--- src/rtl/quad_sample_packer_pkg.sv ---
// Shared constants and types for the sample packer and the top-2 selector.
package quad_sample_packer_pkg;

  localparam int DATA_W_DEF     = 4;
  localparam int DROP_CNT_W_DEF = 8;
  localparam int LANES          = 4;

  // Fill state: number of samples currently held in the assembly registers.
  typedef enum logic [1:0] {
    FILL0 = 2'd0,
    FILL1 = 2'd1,
    FILL2 = 2'd2,
    FILL3 = 2'd3
  } fill_e;

endpackage

--- src/rtl/packer_out_reg.sv ---
// Output holding register with valid/ready handshake; lane 0 is the oldest sample.
module packer_out_reg
  import quad_sample_packer_pkg::*;
#(
  parameter int DATA_W = DATA_W_DEF
) (
  input  logic                         clk,
  input  logic                         rst_n,
  input  logic                         load_i,
  input  logic [LANES-1:0][DATA_W-1:0] lanes_i,
  input  logic                         m_ready_i,
  output logic                         m_valid_o,
  output logic [LANES-1:0][DATA_W-1:0] lanes_o
);

  logic                         valid_q, valid_d;
  logic [LANES-1:0][DATA_W-1:0] lanes_q, lanes_d;

  // Load wins over consume so a same-cycle consume+complete keeps valid high.
  always_comb begin
    valid_d = valid_q;
    lanes_d = lanes_q;
    if (load_i) begin
      valid_d = 1'b1;
      lanes_d = lanes_i;
    end else if (valid_q && m_ready_i) begin
      valid_d = 1'b0;
    end
  end

  // Holding register; lanes keep their last value after consumption.
  always_ff @(posedge clk or negedge rst_n) begin
    if (!rst_n) begin
      valid_q <= 1'b0;
      lanes_q <= '0;
    end else begin
      valid_q <= valid_d;
      lanes_q <= lanes_d;
    end
  end

  assign m_valid_o = valid_q;
  assign lanes_o   = lanes_q;

endmodule

--- src/rtl/quad_sample_packer.sv ---
// Packs four consecutive serial samples into one parallel group, with
// start-of-frame resync and a saturating count of discarded partial groups.
module quad_sample_packer
  import quad_sample_packer_pkg::*;
#(
  parameter int DATA_W     = DATA_W_DEF,
  parameter int DROP_CNT_W = DROP_CNT_W_DEF
) (
  input  logic                  clk,
  input  logic                  rst_n,
  input  logic                  s_valid,
  output logic                  s_ready,
  input  logic [DATA_W-1:0]     s_data,
  input  logic                  s_sof,
  output logic                  m_valid,
  input  logic                  m_ready,
  output logic [DATA_W-1:0]     m_a,
  output logic [DATA_W-1:0]     m_b,
  output logic [DATA_W-1:0]     m_c,
  output logic [DATA_W-1:0]     m_d,
  output logic [DROP_CNT_W-1:0] drop_cnt
);

  fill_e                        state_q, state_d;
  logic [LANES-2:0][DATA_W-1:0] asm_q, asm_d;
  logic [DROP_CNT_W-1:0]        drop_q, drop_d;
  logic                         accept, load;
  logic [LANES-1:0][DATA_W-1:0] grp_w, lanes_w;

  // Only the completing accept can stall; the sof term is deliberately ignored
  // so s_ready never depends on s_valid/s_data/s_sof.
  assign s_ready = (state_q != FILL3) || !m_valid || m_ready;
  assign accept  = s_valid && s_ready;
  assign load    = accept && !s_sof && (state_q == FILL3);
  assign grp_w   = {s_data, asm_q[2], asm_q[1], asm_q[0]};

  // Next-state for fill index, assembly regs and the drop counter.
  always_comb begin
    state_d = state_q;
    asm_d   = asm_q;
    drop_d  = drop_q;
    if (accept) begin
      if (s_sof) begin
        asm_d[0] = s_data;
        state_d  = FILL1;
        if ((state_q != FILL0) && (drop_q != {DROP_CNT_W{1'b1}}))
          drop_d = drop_q + 1'b1;
      end else begin
        case (state_q)
          FILL0:   begin asm_d[0] = s_data; state_d = FILL1; end
          FILL1:   begin asm_d[1] = s_data; state_d = FILL2; end
          FILL2:   begin asm_d[2] = s_data; state_d = FILL3; end
          default: state_d = FILL0;
        endcase
      end
    end
  end

  // Fill state, assembly and drop-count registers.
  always_ff @(posedge clk or negedge rst_n) begin
    if (!rst_n) begin
      state_q <= FILL0;
      asm_q   <= '0;
      drop_q  <= '0;
    end else begin
      state_q <= state_d;
      asm_q   <= asm_d;
      drop_q  <= drop_d;
    end
  end

  packer_out_reg #(.DATA_W(DATA_W)) u_out (
    .clk      (clk),
    .rst_n    (rst_n),
    .load_i   (load),
    .lanes_i  (grp_w),
    .m_ready_i(m_ready),
    .m_valid_o(m_valid),
    .lanes_o  (lanes_w)
  );

  assign m_a      = lanes_w[0];
  assign m_b      = lanes_w[1];
  assign m_c      = lanes_w[2];
  assign m_d      = lanes_w[3];
  assign drop_cnt = drop_q;

endmodule
--- config.mk ---
export PLATFORM = sky130hd
export DESIGN_NAME = quad_sample_packer
export DESIGN_NICKNAME = d
export VERILOG_FILES = /design/src/rtl/quad_sample_packer_pkg.sv /design/src/rtl/packer_out_reg.sv /design/src/rtl/quad_sample_packer.sv
export SDC_FILE = /design/constraint.sdc
export NUM_CORES = 1
export LEC_CHECK = 0
export CAP_MARGIN = 20
export CORE_MARGIN = 2
export CORE_UTILIZATION = 45
export DETAILED_ROUTE_END_ITERATION = 10
export PLACE_DENSITY = 0.73
export SYNTH_ARGS = -nofsm -noshare
export SYNTH_HDL_FRONTEND = slang
export SYNTH_SLANG_ARGS = --single-unit
--- constraint.sdc ---
create_clock -name clk -period 1.6 [get_ports clk]
set_clock_uncertainty 0.1 [all_clocks]
set_input_delay 0.16 -clock clk [delete_from_list [all_inputs] [get_ports clk]]
set_output_delay 0.16 -clock clk [all_outputs]
set_load 0.02 [all_outputs]
==> results.cfg <==
[pwr]
power.share.sequential_pct = 41.7
p_switching_mw = 1.28
p_clk_share_pct = 16.8
peakVddDrop_mv = 0.977
leakage_nw = 1.16
power.density_mw_per_mm2 = 1520
p_comb_share_pct = 41.5
intPower_mw = 2.54
swShare_pct = 33.4
finalPower_mw = 3.82

[setup_path]
crit_required_ns = 1.68
arrival_ns = 1.80
end_kind = register
worst-path-max-fanout = 4
path_cells = ha_2 -> and3b_4 -> nor3b_4 -> nand2_2 -> mux2_2
start_kind = register
critical_path.slowest_cell = dfrtp_1
cp_slowest_stage_delay_ns = 0.40
critical_path_class = reg -> reg

[outcome]
outcome = complete, but fails checks
violations = setup timing

[timing]
layout_setup_ws_ns = -0.123
setup_violations = 34
period_minus_slack_ns = 1.72
slew_headroom_pct = 70.0
rsz0062_at_grt = yes
hold-worst-slack_ns = 0.233
hold_viol = 0
slew_viol_final = 0
clock.fmax_mhz = 580
post-route-period-util_pct = 108
worst_pin_slew_ns = 0.448

[yosys]
synth_area_leaders = dfrtp_1 (58%), mux2_2 (21%), ha_1 (3.7%)
syn_nets = 138
synth_top_area_share_pct = 57.9
yosysTopAreaCell = dfrtp_1
yosys_register_bits = 39
ys.flop_type = dfrtp_1
ys_async_sr_fraction_pct = 100
synth.avg_cell_area_sq_um = 13.6
syn_area_sq_mm = 0.00169
synthCells = 124
synth_edf_count = 0
synth-warning-count = 0
seq_area_frac_synth_pct = 57.9
synth_cell_types = 25

[placed_design]
gp_congestion = 0.830
port_buffers = 34
place_area_sq_mm = 0.00226
place_hpwl_mm = 2.39

[layout]
nets = 198
final_area_sq_mm = 0.00252
synthToLayoutAreaGrowth_pct = 49.3
antennaDiodeCount = 0
drive_gt1_share_pct = 42.7
nFillCells = 282

[clocking]
cts_tree = built
cts.sinks = 39
clkLatencyLatePin_ns = 0.29
cts_max_path_buffers = 2
numCtsBuffers = 5
cts.htree.levels = 2
clkTransAtPathRegs_ns = 0.08
cts_root_buffer = clkbuf_8

[drt]
drcViolationCount = 0
via_per_inst = 4.95
wl_per_cell_microns = 14.8
vias = 1153
drt_first_pass_iters = 4
totalWireLength_mm = 3.45
drtIter0Drc = 32
antenna_left = 0

[min_path]
hp-class = in -> async

[global_routing]
grt_pass1_vias = 1193
overflow = 0
grt_max_degree = 23
grt_pass1_wl_mm = 5.60
grtUsageTotal_pct = 18.0
grt_antenna_before_repair = 0

[die]
die_h_microns = 65.2
rows = 22
dieArea_sq_mm = 0.00425
die_w_microns = 65.2
coreArea_sq_mm = 0.00363
start_util_pct = 46.4
io_pins = 35

[flow_run]
maxCapViolCount = 0
-- state kept, by name (all words and copies together), names as in the netlist --
register,count
state_q,2
drop_cnt,8
u_out.m_valid_o,1
u_out.lanes_o,16
asm_q,12
-- critical path: cells and delay by family, from the launching register on --
family,cells,cell delay (ns)
DFF,1,0.40
adders and majority gates,1,0.20
and+or+nand+nor,3,0.62
muxes,1,0.29
-- metal layers --
layer  global-route usage [%]  vias up  routed length, microns
met1                     21.9      567                    1530
met3                     4.28        5                     144
met2                     30.0       31                    1720
met5                        0        -                       0
met4                     8.59        0                      51
li1                         -      550                       -
-- area by class of cell --
cell class	instances	area [sq um]	area share, %
multi-input combinational	80	835	33.2
clock buffer	7	76.3	3.03
timing repair buffer	54	546	21.7
inverter	4	20.0	0.795
clock inverter	1	5.00	0.199
tap	48	60.1	2.39
sequential	39	976	38.8
-- repair_timing --
item / 4_1_cts / 5_1_grt
endpoints found under the hold margin: 17 / 0
hold buffers: 1 / 0
endpoints found under the setup margin: 26 / 29
setup buffers: 2 / 2
gates resized for setup: 20 / 19
gates cloned: 0 / 1
pin swaps: 4 / 4
-- Yosys cell counts, types with 2 or more instances --
library cell and n:
a21oi_1 4, nand2_1 7, inv_1 3, o21ai_0 4
mux2_4 2, nand2b_1 3, ha_1 5, mux2_2 31
nand3_1 7, nand2_2 2, dfrtp_1 39, nor2_1 4
-- worst paths after layout --
check                                 from          endpoint  slack [ns]  depth (start not counted)
worst min register to register    asm_q[9]  u_out.lanes_o[9]        0.41                          1
worst min-delay path                 rst_n       drop_cnt[0]        0.23                          2
worst max register to register  state_q[1]         asm_q[10]       -0.12                          5
worst max-delay path            state_q[1]         asm_q[10]       -0.12                          5
min in group clk                  asm_q[9]  u_out.lanes_o[9]        0.41                          1
max in group asynchronous            rst_n  u_out.lanes_o[8]        0.70                          3
-- power groups by stage --
stage | Sequential (mW) | Clock (mW) | Combinational (mW)
final | 1.59 | 0.641 | 1.59
after global routing | 1.65 | 0.715 | 1.70
after CTS | 1.59 | 0.659 | 1.51
after detailed placement | 1.60 | 0 | 1.49
after global placement | 1.58 | 0 | 1.45
after floorplan | 1.88 | 0 | 0.455
-- placed cells by master (no fill, tap or decap), types with 3 or more instances in the layout --
cell             Yosys  routed
buf_4                0      14
dlygate4sd2_1        0       6
o21ai_0              4       4
ha_1                 5       3
nand3_1              7       5
mux2_2              31      19
buf_12               0       3
mux2_4               2      14
clkdlybuf4s50_1      0      24
a21oi_1              4       4
nand2_1              7       7
clkbuf_8             0       5
dfrtp_1             39      39
nor2_4               0       3
-- stage by stage --
step	setup TNS, ns	setup slack (ns)	std cells	util, %
after detailed placement	-6.33	-0.218	219	62.2
final	-2.69	-0.123	233	69.3
after floorplan	-0.533	-0.0587	124	-
after global placement	-5.71	-0.201	219	62.2
after CTS	-1.94	-0.129	230	65.9
after global routing	-5.21	-0.207	233	69.3
-- logic make-up after synthesis --
group	synth area share (%)
AO/OA/AOI/OAI	3.26
XOR/XNOR	0.519
adder cells (fa/ha/maj)	3.71
buffers and inverters	1.56
flip-flops	57.9
multiplexers	22.5
AND/OR/NAND/NOR	10.6
(Power assumes the default switching activity.)
